--- src/rtl/branch_predictor_gen.sv ---
// Dynamic branch predictor for the 5-stage MIPS pipeline.
// Selectable bimodal / gshare / tournament prediction in Fetch, resolution
// and table training from Memory, misprediction redirect/flush and
// saturating performance counters. Tables not needed by MODE are not built.

// One table of saturating counters: a combinational read port for Fetch,
// a read-modify-write port for training.
module bp_ctr_table #(
  parameter int IDX_W = 6,
  parameter int CNT_W = 2
) (
  input  logic             clk,
  input  logic             rst,
  input  logic [IDX_W-1:0] rd_idx,
  output logic [CNT_W-1:0] rd_cnt,
  input  logic [IDX_W-1:0] wr_idx,
  input  logic             wr_en,
  input  logic             wr_up,
  output logic [CNT_W-1:0] wr_cnt
);
  localparam int DEPTH = 1 << IDX_W;
  // Weak "low" state: MSB clear, all other bits set.
  localparam logic [CNT_W-1:0] INIT = CNT_W'((1 << (CNT_W-1)) - 1);

  logic [DEPTH-1:0][CNT_W-1:0] tab_q;
  logic [CNT_W-1:0]            ent_d;

  // Fetch reads the pre-update value; there is deliberately no bypass.
  assign rd_cnt = tab_q[rd_idx];
  assign wr_cnt = tab_q[wr_idx];

  // Saturating one-step move of the trained entry.
  always_comb begin
    ent_d = wr_cnt;
    if (wr_up && (wr_cnt != {CNT_W{1'b1}}))
      ent_d = wr_cnt + CNT_W'(1);
    else if (!wr_up && (wr_cnt != '0))
      ent_d = wr_cnt - CNT_W'(1);
  end

  // Table storage; reset forces every entry to the weak low state.
  always_ff @(posedge clk or negedge rst) begin
    if (!rst) begin
      for (int i = 0; i < DEPTH; i++) tab_q[i] <= INIT;
    end else if (wr_en) begin
      tab_q[wr_idx] <= ent_d;
    end
  end
endmodule

module branch_predictor_gen #(
  parameter int IDX_W  = 6,
  parameter int GHR_W  = 6,
  parameter int CNT_W  = 2,
  parameter int MODE   = 2,
  parameter int STAT_W = 32
) (
  input  logic              clk,
  input  logic              rst,
  input  logic [31:0]       pcF,
  output logic              pred_takenF,
  output logic [GHR_W-1:0]  ghr_snapF,
  input  logic              resolve_valid,
  input  logic [31:0]       resolve_pc,
  input  logic [GHR_W-1:0]  resolve_ghr,
  input  logic              resolve_taken,
  input  logic              resolve_pred,
  input  logic [31:0]       resolve_fpc,
  output logic              pmis,
  output logic [31:0]       redirect_pc,
  output logic              flushD,
  output logic              flushE,
  output logic              flushM,
  output logic [STAT_W-1:0] branch_cnt,
  output logic [STAT_W-1:0] mis_cnt
);
  localparam int MSB = CNT_W - 1;

  logic [GHR_W-1:0]  ghr_q, ghr_d;
  logic [STAT_W-1:0] bcnt_q, bcnt_d, mcnt_q, mcnt_d;

  logic [IDX_W-1:0] bi_f, gi_f, bi_r, gi_r;
  logic [CNT_W-1:0] b_f, b_r, g_f, g_r, c_f, c_r;
  logic             pred_sel, mis_w;

  // Fetch uses the live history; training uses the snapshot that travelled
  // with the branch, so speculative history never needs repair.
  assign bi_f = pcF[IDX_W+1:2];
  assign gi_f = bi_f ^ IDX_W'(ghr_q);
  assign bi_r = resolve_pc[IDX_W+1:2];
  assign gi_r = bi_r ^ IDX_W'(resolve_ghr);

  if (MODE != 1) begin : g_bim
    bp_ctr_table #(.IDX_W(IDX_W), .CNT_W(CNT_W)) u_pht_b (
      .clk(clk), .rst(rst), .rd_idx(bi_f), .rd_cnt(b_f),
      .wr_idx(bi_r), .wr_en(resolve_valid), .wr_up(resolve_taken), .wr_cnt(b_r)
    );
  end else begin : g_no_bim
    assign b_f = '0;
    assign b_r = '0;
  end

  if (MODE != 0) begin : g_gsh
    bp_ctr_table #(.IDX_W(IDX_W), .CNT_W(CNT_W)) u_pht_g (
      .clk(clk), .rst(rst), .rd_idx(gi_f), .rd_cnt(g_f),
      .wr_idx(gi_r), .wr_en(resolve_valid), .wr_up(resolve_taken), .wr_cnt(g_r)
    );
  end else begin : g_no_gsh
    assign g_f = '0;
    assign g_r = '0;
  end

  // Chooser trains only when the components disagree; up favours gshare.
  if (MODE == 2) begin : g_cho
    bp_ctr_table #(.IDX_W(IDX_W), .CNT_W(CNT_W)) u_chooser (
      .clk(clk), .rst(rst), .rd_idx(bi_f), .rd_cnt(c_f),
      .wr_idx(bi_r), .wr_en(resolve_valid & (b_r[MSB] != g_r[MSB])),
      .wr_up(g_r[MSB] == resolve_taken), .wr_cnt(c_r)
    );
  end else begin : g_no_cho
    assign c_f = '0;
    assign c_r = '0;
  end

  // Component selection for the Fetch prediction.
  always_comb begin
    pred_sel = b_f[MSB];
    if (MODE == 1)      pred_sel = g_f[MSB];
    else if (MODE == 2) pred_sel = c_f[MSB] ? g_f[MSB] : b_f[MSB];
  end

  // Outputs are forced quiet while reset is held.
  assign pred_takenF = rst & pred_sel;
  assign ghr_snapF   = ghr_q;
  assign mis_w       = rst & resolve_valid & (resolve_taken ^ resolve_pred);
  assign pmis        = mis_w;
  assign redirect_pc = mis_w ? resolve_fpc : 32'h0;
  assign flushD      = mis_w;
  assign flushE      = mis_w;
  assign flushM      = mis_w;
  assign branch_cnt  = bcnt_q;
  assign mis_cnt     = mcnt_q;

  // History shift and saturating statistics.
  always_comb begin
    ghr_d  = ghr_q;
    bcnt_d = bcnt_q;
    mcnt_d = mcnt_q;
    if (resolve_valid) begin
      ghr_d = GHR_W'({ghr_q, resolve_taken});
      if (bcnt_q != {STAT_W{1'b1}}) bcnt_d = bcnt_q + STAT_W'(1);
      if (mis_w && (mcnt_q != {STAT_W{1'b1}})) mcnt_d = mcnt_q + STAT_W'(1);
    end
  end

  // History and statistics registers.
  always_ff @(posedge clk or negedge rst) begin
    if (!rst) begin
      ghr_q  <= '0;
      bcnt_q <= '0;
      mcnt_q <= '0;
    end else begin
      ghr_q  <= ghr_d;
      bcnt_q <= bcnt_d;
      mcnt_q <= mcnt_d;
    end
  end

  // Bits that are legitimately ignored in some modes.
  logic unused_sig;
  assign unused_sig = ^{pcF[31:IDX_W+2], pcF[1:0], resolve_pc[31:IDX_W+2],
                        resolve_pc[1:0], gi_f, gi_r, b_f, b_r, g_f, g_r, c_f, c_r};
endmodule

--- config.mk ---
export PLATFORM = sky130hd
export DESIGN_NAME = branch_predictor_gen
export DESIGN_NICKNAME = d
export VERILOG_FILES = /design/src/rtl/branch_predictor_gen.sv
export SDC_FILE = /design/constraint.sdc
export NUM_CORES = 1
export LEC_CHECK = 0
export BUFFER_PORTS_ARGS = -buffer_cell sky130_fd_sc_hd__buf_2
export CAP_MARGIN = 40
export CORE_UTILIZATION = 35
export DETAILED_ROUTE_END_ITERATION = 12
export PLACE_DENSITY = 0.51
export REMOVE_ABC_BUFFERS = 1
export SLEW_MARGIN = 30
export SYNTH_ARGS = -nofsm -noshare
export SYNTH_HDL_FRONTEND = slang
export SYNTH_HIERARCHICAL = 1
export SYNTH_SLANG_ARGS = --single-unit
--- constraint.sdc ---
create_clock -name clk -period 3.95 [get_ports clk]
set_input_delay 0.395 -clock clk [delete_from_list [all_inputs] [get_ports clk]]
set_output_delay 0.395 -clock clk [all_outputs]
set_load 0.005 [all_outputs]
==> metrics.md, run 1 <==
| Metric | Value |
|---|---|
| Number of buffer cells added on primary ports | `~160` |
| WP data arrival | `3.54 ns` |
| Mapped Avg Cell Area | `10.2 um^2` |
| Core region area | `70000 um^2` |
| Critical path capture point type | `primary output` |
| Number of design rule violations left after detail routing | `0` |
| Post-detailed-route via-to-cell ratio | `about 5.4` |
| Remaining antenna violation count | `0` |
| Startpoint type of the worst setup path | `flop` |
| Area growth, synth to finish | `19.9%` |
| Post-route clock period utilization | `99.7%` |
| Maximum achievable frequency | `approximately 0.25 GHz` |
| Global-route wire length before repair | `117 mm` |
| Clock transition at the register clock pins on the worst setup and hold paths after CTS | `0.06 ns` |
| Number of violations of the max-capacitance limit | `0` |
| Final setup violating endpoints | `0` |
| Warning count from the yosys run | `6` |
| Vias after detailed routing | `19.8k` |
| Die Y-Extent | `268 um` |
| Total count of hold-check failures in the final report | `0` |
| Die width | `268 um` |
| Leakage | `12.7 nW` |
| Number of max-slew violations in the final report | `0` |
| Worst slew margin relative to its limit | `46.2%` |
| Path category of the worst min-delay check | `primary input to async pin` |
| Largest fanout on the critical path | `7` |
| Aggregate routed wire length | `about 75 mm` |
| Final-stage net count | `2814` |
| Gp weighted congestion | `0.867` |
| CTS tree | `done` |
| Status | `complete, no violations` |
| Worst-case register-to-register setup slack | `0.56 ns` |
| Vias in the first global route | `19.8k` |
| Layout filler cell count | `6688` |
| Global routing usage summed across all routing layers | `20.9%` |
| Cells after Synth | `2441` |
| Antenna diode count | `0` |
| Effective utilization at floorplan | `35.4%` |
| Number of buffers between clock root and the deepest sink | `3` |
| Setup repair after global routing missed its margin | `yes` |
| Final core utilization | `42.4%` |
| Largest vdd supply drop | `0.000338 V` |
| Worst Tran Pin Value | `0.801 ns` |
| Count of clock tree sinks | `454` |
| Number of DRC violations after detailed-routing iteration 0 | `roughly 1.5k` |
| Level count of the clock H-tree | `2` |
| Data required, critical path | `3.56 ns` |
| Origin of the worst setup path | `ghr_snapF[0]$_DFFE_PN0P_` |
| DIE AREA | `71900 um^2` |
| Top Ports | `214` |
| Largest clock skew in the final design | `0.0452 ns` |
| Pin count of the biggest net entering global routing | `126` |
| Post-Syn Area | `24800 um^2` |
| Post-detail-place hpwl | `around 52 mm` |
| Source-to-sink clock delay at the later pin of the worst-skew pair | `~0.64 ns` |
| Crit path kind | `flop to primary output` |
| Post-route total power | `16.8 mW` |
| Clock tree root buffer cell | `clkbuf_16` |
| Power per Cell Area | `565 nW/um^2` |
| Clock buffer count from CTS | `54` |
| Wire per inst | `20.4 um` |
| Layout cells sized above 1 | `32.8%` |
| Area of combinational cells with multiple inputs | `roughly 12000 um^2` |
| Grt total ovfl | `0` |
| Combined flip-flop and latch cell area | `11600 um^2` |
| Min Clock Period, post-route | `3.94 ns` |
| First-pass detailed-route iteration total | `5` |
| Std-Cell Rows | `97` |
| Reg-to-reg critical path startpoint | `g_bim.u_pht_b/tab_q[99]$_DFFE_PN0P_` |
| Antenna violations before repair | `2` |
-- power by group --
part | internal [mW] | switching [mW] | leakage (nW) | total [mW]
Sequential | 6.21 | 0.862 | 5.52 | 7.07
Combinational | 2.14 | 2.56 | 6.31 | 4.70
Clock | 2.96 | 2.08 | 0.882 | 5.03
Total | 11.3 | 5.50 | 12.7 | 16.8
-- per-layer routing --
metal	up-vias	global-route usage, %	routed length, um	part of all wire, %
met4	2	6.72	2040	2.7
met1	9872	28.9	34200	45
met5	-	0	12	0.016
met3	123	3.14	4080	5.4
li1	9244	-	-	-
met2	544	33.6	35000	46
-- critical path, stage by stage, from the launching register on --
cell,delay (ns)
dfrtp_2,0.46
xor2_4,0.25
clkbuf_16,0.22
mux4_2,0.54
mux4_2,0.54
mux4_2,0.48
mux2i_1,0.19
nor2b_2,0.11
buf_2,0.14
-- final timing paths --
check                                                        end  depth (start not counted)
setup reg to reg           g_cho.u_chooser/tab_q[12]$_DFFE_PN1P_                         14
setup / recovery                                     pred_takenF                          8
max in group asynchronous  g_cho.u_chooser/tab_q[65]$_DFFE_PN0P_                          4
hold reg to reg            g_cho.u_chooser/tab_q[22]$_DFFE_PN1P_                          2
hold / removal                           mis_cnt[30]$_DFFE_PN0P_                          2
min in group clk                        ghr_snapF[0]$_DFFE_PN0P_                          2
-- stage by stage --
step | instances | hold WS, ns | area [um^2] | worst slack [ns] | TNS (ns)
after floorplan | 2283 | 0.0994 | 23900 | -3.49 | -696.51
after global placement | 3576 | 0.306 | 27800 | -0.127 | -10.55
after detailed placement | 3579 | 0.309 | 27800 | -0.117 | -11.17
after CTS | 3683 | 0.237 | 29700 | -0.0388 | -0.0388
after global routing | 3684 | 0.266 | 29700 | -0.0690 | -0.0690
final | 3684 | 0.257 | 29700 | 0.0133 | 0
-- what timing repair did --
action / 4_1_cts / 5_1_grt
endpoints found under the setup margin: 1 / 1
cloned: 0 / 1
endpoints found under the hold margin: 29 / 0
pin swaps: 0 / 1
hold buffers: 1 / 0
setup buffers: 2 / 0
resized for setup: 2 / 1
-- sequential cells by signal, summed over array words and instances, names as in the netlist --
signal,count
branch_cnt,32
g_bim.u_pht_b/tab_q,128
g_cho.u_chooser/tab_q,128
g_gsh.u_pht_g/tab_q,128
mis_cnt,32
ghr_snapF,6
-- cell type report --
class | count | share of cell area, %
Sequential cell | 454 | 39.0
Clock inverter | 13 | 0.463
Tap cell | 940 | 3.96
Timing Repair Buffer | 360 | 9.11
Multi-Input combinational cell | 1810 | 41.6
Inverter | 19 | 0.240
Clock buffer | 88 | 5.62
-- layout by cell type, fill, tap and decap left out, drive strengths merged, types with 9 or more instances in the layout --
cell type  count
mux4          87
mux2          97
mux2i         67
and2          44
nor3          20
o31ai         67
nand3b        15
nand2        337
xor2          49
a22oi         18
nand3         46
nor4          11
nand4         25
nand2b        21
inv           19
dfstp        192
clkbuf        89
a221oi        27
a21oi        207
o21ai         93
clkinv         9
o22ai         14
and4          10
dfrtp        262
nor2b         22
o22a           9
nor2         367
and3          17
buf          358
a22o          10
xnor2         23
Power figures use the tool's default switching activity.
==> run 2, diff against run 1 <==
--- a/config.mk
+++ b/config.mk
@@ -7,9 +7,9 @@
 export LEC_CHECK = 0
 export BUFFER_PORTS_ARGS = -buffer_cell sky130_fd_sc_hd__buf_2
 export CAP_MARGIN = 40
-export CORE_UTILIZATION = 35
+export CORE_UTILIZATION = 40
 export DETAILED_ROUTE_END_ITERATION = 12
-export PLACE_DENSITY = 0.51
+export PLACE_DENSITY = 0.57
 export REMOVE_ABC_BUFFERS = 1
 export SLEW_MARGIN = 30
 export SYNTH_ARGS = -nofsm -noshare
==> run 2 against run 1 <==
  * Cell area is 1.8% lower
  * Via count rose by 1.1%
  * Register-to-register slack better by 0.06 ns
  * Hold slack got worse by 0.017 ns
  * Highest routed layer is now met4
==> metrics.md, run 2 (synthesis gave the netlist of run 1 again) <==
| Metric | Value |
|---|---|
| Status | `complete, no violations` |
| Antenna violations before repair | `0` |
| Maximum achievable frequency | `0.259 GHz` |
| Most used cells in the layout excluding fill and tap cells | `nor2_1 (366), nand2_1 (337), dfrtp_1 (261)` |
| Largest vdd supply drop | `approximately 0.00036 V` |
| Clock buffer count from CTS | `53` |
| Crit path kind | `flop to primary output` |
| Power share of the combinational group | `27.4%` |
| Total count of hold-check failures in the final report | `0` |
| Worst slew margin relative to its limit | `31.7%` |
| Startpoint type of the worst setup path | `flop` |
| WP data arrival | `3.46 ns` |
| Pin count of the biggest net entering global routing | `153` |
| Top Ports | `214` |
| Wire per inst | `20.7 um` |
| DIE AREA | `63000 um^2` |
| Setup repair after global routing missed its margin | `yes` |
| Sequential Power Share | `between 40% and 50%` |
| Vias after detailed routing | `20.0k` |
| Global-route wire length before repair | `115 mm` |
| Net switching power | `about 5.4 mW` |
| Vias in the first global route | `around 20k` |
| Die Y-Extent | `251 um` |
| Data required, critical path | `around 3.6 ns` |
| Min Clock Period, post-route | `just under 4 ns` |
| Post-detailed-route via-to-cell ratio | `5.73` |
| Number of design rule violations left after detail routing | `0` |
| Final setup violating endpoints | `0` |
| Area growth, synth to finish | `17.8%` |
| Count of placed standard cells in the final layout, fillers left out | `3492` |
| Number of DRC violations after detailed-routing iteration 0 | `1531` |
| Level count of the clock H-tree | `2` |
| First-pass detailed-route iteration total | `5` |
| Largest fanout on the critical path | `8` |
| Int Pwr | `approximately 11 mW` |
| Number of buffer cells added on primary ports | `roughly 160` |
| Aggregate routed wire length | `slightly above 70 mm` |
| Remaining antenna violation count | `0` |
| Core region area | `~60000 um^2` |
| Number of buffers between clock root and the deepest sink | `3` |
| Number of violations of the max-capacitance limit | `0` |
| Path category of the worst min-delay check | `primary input to flop` |
| Count of clock tree sinks | `around 450` |
| Effective utilization at floorplan | `40.8%` |
| Worst Tran Pin Value | `1.02 ns` |
| Layout filler cell count | `5653` |
| Post-route clock period utilization | `97.7%` |
| Clock transition at the register clock pins on the worst setup and hold paths after CTS | `~0.060 ns` |
| Final-stage net count | `2780` |
| Std-Cell Rows | `90` |
| Post-detailed-placement cell area | `27300 um^2` |
| CTS tree | `done` |
| Net switching share of the total power | `32.3%` |
| Layout cells sized above 1 | `between 30% and 40%` |
| Power per Cell Area | `between 500 and 600 nW/um^2` |
| Global routing usage summed across all routing layers | `23.1%` |
| Number of max-slew violations in the final report | `0` |
| Leading cell type in the layout, fill and taps excluded | `nor2_1` |
| Area of all placed cells without fillers | `29200 um^2` |
| Clock tree root buffer cell | `clkbuf_16` |
| Cell total after placement | `approximately 3.4k` |
| Post-detail-place hpwl | `approximately 50 mm` |
| Source-to-sink clock delay at the later pin of the worst-skew pair | `between 0.6 and 0.7 ns` |
| Top Registers | `g_bim.u_pht_b/tab_q: 128 flops, g_cho.u_chooser/tab_q: 128 flops, g_gsh.u_pht_g/tab_q: 128 flops` |
| Antenna diode count | `0` |
| Clock network fraction of total power | `30.4%` |
| Grt total ovfl | `0` |
| Gp weighted congestion | `0.871` |
| Die width | `251 um` |
| Critical path capture point type | `primary output` |
| Largest clock skew in the final design | `0.0446 ns` |
| Leakage | `12.5 nW` |
## run 2: power groups by stage
stage / clock, mW / combinational (mW) / sequential (mW)
after floorplan: 0 / 2.81 / 6.81
after global placement: 0 / 4.45 / 7.02
after detailed placement: 0 / 4.58 / 7.09
after CTS: 5.23 / 4.61 / 7.02
after global routing: 5.40 / 5.01 / 7.20
final: 5.09 / 4.59 / 7.04
## run 2: final timing paths
| check | from | endpoint | slack [ns] | depth (start not counted) |
|---|---|---|---|---|
| hold reg to reg | g_bim.u_pht_b/tab_q[22]$_DFFE_PN1P_ | g_bim.u_pht_b/tab_q[22]$_DFFE_PN1P_ | 0.48 | 2 |
| setup reg to reg | g_bim.u_pht_b/tab_q[99]$_DFFE_PN0P_ | g_cho.u_chooser/tab_q[68]$_DFFE_PN1P_ | 0.62 | 15 |
| setup / recovery | ghr_snapF[0]$_DFFE_PN0P_ | pred_takenF | 0.09 | 8 |
| max in group asynchronous | rst | g_cho.u_chooser/tab_q[36]$_DFFE_PN1P_ | 2.14 | 5 |
| min in group asynchronous | rst | mis_cnt[31]$_DFFE_PN0P_ | 0.28 | 2 |
| hold / removal | resolve_valid | branch_cnt[2]$_DFFE_PN0P_ | 0.24 | 3 |
## run 2: stage by stage
| step | TNS (ns) | hold slack [ns] | power [mW] | utilization [%] | worst slack, ns |
|---|---|---|---|---|---|
| finish | 0 | 0.240 | 16.7 | 48.0 | 0.0924 |
| CTS | 0 | 0.207 | 16.9 | 48.0 | 0.00413 |
| detailed placement | -9.16 | 0.294 | 11.7 | 44.9 | -0.0998 |
| global route | -0.0190 | 0.233 | 17.6 | 48.0 | -0.0190 |
| floorplan | -696.51 | 0.0994 | 9.62 | - | -3.49 |
| global placement | -0.326 | 0.294 | 11.5 | 44.8 | -0.0154 |
## run 2: worst max-delay path, cell delays in order (launching register included)
cell and delay (ns):
dfrtp_2 0.44, xor2_4 0.21, buf_12 0.18, mux4_2 0.54, mux4_2 0.53, mux4_2 0.52
mux2i_1 0.20, nor2b_2 0.09, buf_2 0.13
## run 2: what timing repair did
action | CTS | global route
hold buffers | 1 | 0
setup buffers | 1 | 0
pin swaps | 1 | 0
gates cloned | 1 | 0
gates resized for setup | 2 | 2
setup endpoints to repair | 1 | 1
hold endpoints to repair | 27 | 0
## run 2: layout make-up
type | instances | area [um^2] | share of cell area [%]
multi-input cells | 1810 | 12300 | 42.3
repair buffers | 327 | 2380 | 8.14
inverters | 19 | 71.3 | 0.244
flip-flops and latches | 454 | 11600 | 39.8
well taps | 782 | 978 | 3.35
clock inverters | 18 | 248 | 0.849
clock buffers | 82 | 1560 | 5.33
## run 2: routing by layer
| layer | routed length, um | vias to the layer above | GRT usage, % |
|---|---|---|---|
| met5 | 0 | - | 0 |
| met4 | 2200 | 0 | 7.77 |
| met3 | 4620 | 139 | 3.21 |
| met2 | 33700 | 753 | 37.1 |
| met1 | 31800 | 9915 | 32.1 |
| li1 | - | 9189 | - |
==> run 3, diff against run 2 <==
--- a/config.mk
+++ b/config.mk
@@ -7,9 +7,10 @@
 export LEC_CHECK = 0
 export BUFFER_PORTS_ARGS = -buffer_cell sky130_fd_sc_hd__buf_2
 export CAP_MARGIN = 40
+export CORE_ASPECT_RATIO = 0.6
 export CORE_UTILIZATION = 40
 export DETAILED_ROUTE_END_ITERATION = 12
-export PLACE_DENSITY = 0.57
+export PLACE_DENSITY = 0.59
 export REMOVE_ABC_BUFFERS = 1
 export SLEW_MARGIN = 30
 export SYNTH_ARGS = -nofsm -noshare
==> constraint.sdc (replaced) <==
create_clock -name clk -period 3.35 [get_ports clk]
set_input_delay 0.335 -clock clk [delete_from_list [all_inputs] [get_ports clk]]
set_output_delay 0.335 -clock clk [all_outputs]
set_load 0.005 [all_outputs]
==> run 3 against run 2 <==
  * The run now ends with negative setup slack left
  * Die area about the same
  * Core utilization up 0.86 points
  * Final cell count grew 3.2%
  * Combinational power increased by 31%
  * Worst setup slack lost 0.60 ns
  * Non-clock buffer count increased by 81
  * Cell area grew 2.2%
  * Power is 19% higher
  * Flip-flop and latch count unchanged
  * Register-to-register slack got worse by 0.49 ns
  * Global-route usage rose by 2.1 points
  * Critical path type unchanged
==> metrics.md, run 3 (synthesis gave the netlist of run 1 again) <==
| Metric | Value |
|---|---|
| Number of buffer cells added on primary ports | `about 160` |
| Largest clock skew in the final design | `0.0273 ns` |
| Critical path's most frequent cell | `mux4_2` |
| Top Ports | `214` |
| Final-stage net count | `between 2k and 3k` |
| Data required, critical path | `3.01 ns` |
| Min Clock Period, post-route | `3.85 ns` |
| Post-detailed-route via-to-cell ratio | `5.78` |
| Power per Cell Area | `668 nW/um^2` |
| Leading cell type in the layout, fill and taps excluded | `nor2_1` |
| Clock buffer count from CTS | `45` |
| Total count of hold-check failures in the final report | `0` |
| Leakage | `roughly 13 nW` |
| Number of violations of the max-capacitance limit | `0` |
| Remaining antenna violation count | `0` |
| Number of design rule violations left after detail routing | `0` |
| Largest vdd supply drop | `0.000378 V` |
| Sum of buffers and inverters on the critical path | `2` |
| Crit path kind | `flop to primary output` |
| Area growth, synth to finish | `20.3%` |
| Violations in the final reports | `negative setup slack` |
| Die width | `323 um` |
| Slowest-stage cell, CP | `mux4_2` |
| Antenna violations before repair | `2` |
| Aggregate routed wire length | `about 80 mm` |
| Post-route clock period utilization | `115%` |
| Largest fanout on the critical path | `8` |
| Count of placed standard cells in the final layout, fillers left out | `3603` |
| Clock tree root buffer cell | `clkbuf_16` |
| Setup repair after global routing missed its margin | `yes` |
| Path category of the worst min-delay check | `primary input to async pin` |
| Top Registers | `g_bim.u_pht_b/tab_q: 128 flops, g_cho.u_chooser/tab_q: 128 flops, g_gsh.u_pht_g/tab_q: 128 flops` |
| Kind of cell with the highest combined delay on the critical path | `multiplexers` |
| Post-detail-place hpwl | `57.1 mm` |
| WP data arrival | `~3.5 ns` |
| Global routing usage summed across all routing layers | `25.1%` |
| Critical path capture point type | `primary output` |
| Source-to-sink clock delay at the later pin of the worst-skew pair | `0.58 ns` |
| Count of clock tree sinks | `454` |
| Status | `finished, violations left` |
| Most used cells in the layout excluding fill and tap cells | `nor2_1 (358), nand2_1 (337), dfrtp_1 (261)` |
| Antenna diode count | `0` |
| Cell total after placement | `3506` |
| Area of all placed cells without fillers | `29800 um^2` |
| Final setup violating endpoints | `1` |
| Pin count of the biggest net entering global routing | `roughly 170` |
| Maximum achievable frequency | `0.260 GHz` |
| Number of max-slew violations in the final report | `0` |
| Std-Cell Rows | `70` |
| DIE AREA | `between 60000 and 70000 um^2` |
| Post-route total power | `19.9 mW` |
| Layout cells sized above 1 | `34.4%` |
| Clock transition at the register clock pins on the worst setup and hold paths after CTS | `approximately 0.07 ns` |
| Final setup slack of the worst path | `-0.503 ns` |
| CTS tree | `done` |
| Number of buffers between clock root and the deepest sink | `3` |
| Post-detailed-placement cell area | `about 28000 um^2` |
| Vias after detailed routing | `20.8k` |
| Global-route wire length before repair | `122 mm` |
| Effective utilization at floorplan | `40.6%` |
| Startpoint type of the worst setup path | `flop` |
| Die Y-Extent | `195 um` |
| Cells along the critical path | `xor2_4 > buf_12 > mux4_2 > mux4_2 > mux4_2 > mux2i_2 > nor2b_2 > buf_2` |
| First-pass detailed-route iteration total | `5` |
| Level count of the clock H-tree | `2` |
| Worst Tran Pin Value | `about 0.89 ns` |
| Grt total ovfl | `0` |
| Worst slew margin relative to its limit | `40.1%` |
| Vias in the first global route | `19.9k` |
| Wire per inst | `22.2 um` |
| Largest stage delay, worst path | `0.57 ns` |
| Number of DRC violations after detailed-routing iteration 0 | `2007` |
| Gp weighted congestion | `between 0.9 and 1` |
| Core region area | `61000 um^2` |
[run 3: power by group]
| group | internal [mW] | total, mW | leakage [nW] | switching, mW |
|---|---|---|---|---|
| sequential | 7.32 | 8.41 | 5.52 | 1.10 |
| combinational | 2.73 | 6.02 | 6.56 | 3.29 |
| clock | 3.14 | 5.47 | 0.759 | 2.34 |
| total | 13.2 | 19.9 | 12.8 | 6.72 |
[run 3: per-stage QoR]
stage                     worst slack (ns)  hold WS, ns  setup TNS [ns]  util (%)
after floorplan                      -4.03       0.0394         -875.03         -
after global placement              -0.710        0.133         -179.16      45.6
after detailed placement            -0.659        0.134         -174.73      45.7
after CTS                           -0.512        0.108          -0.512      48.3
after global routing                -0.597        0.133          -0.669      48.9
final                               -0.503        0.144          -0.503      48.9
[run 3: worst paths after layout]
kind,cells after the start,slack [ns],to,startpoint
min reg2reg,2,0.47,g_cho.u_chooser/tab_q[22]$_DFFE_PN1P_,g_cho.u_chooser/tab_q[22]$_DFFE_PN1P_
min in group clk,3,0.25,branch_cnt[2]$_DFFE_PN0P_,resolve_valid
max reg2reg,14,0.13,g_bim.u_pht_b/tab_q[122]$_DFFE_PN1P_,g_bim.u_pht_b/tab_q[99]$_DFFE_PN0P_
max in group asynchronous,5,1.52,g_bim.u_pht_b/tab_q[117]$_DFFE_PN0P_,rst
max,8,-0.50,pred_takenF,ghr_snapF[0]$_DFFE_PN0P_
min,2,0.14,branch_cnt[21]$_DFFE_PN0P_,rst
[run 3: cell type report]
class | instances | area, um^2
tap | 828 | 1040
inverter | 19 | 75.1
multi-input combinational | 1810 | 12400
fill | 5601 | 31200
sequential | 454 | 11600
clock inverter | 25 | 303
timing repair buffer | 408 | 3110
clock buffer | 59 | 1260
[run 3: what timing repair did]
action | in CTS | in global routing
pin swaps | 1 | 7
resized for setup | 3 | 42
hold buffers | 1 | 0
setup endpoints to repair | 5 | 247
setup buffers | 1 | 5
hold endpoints to repair | 38 | 0
gates cloned | 1 | 4
[run 3: layer usage]
layer | part of all wire [%] | global-route usage (%) | vias to the layer above
li1 | - | - | 9346
met1 | 48 | 39.5 | 10400
met2 | 39 | 32.9 | 963
met3 | 11 | 8.13 | 97
met4 | 1.5 | 5.28 | 4
met5 | 0.030 | 0 | -
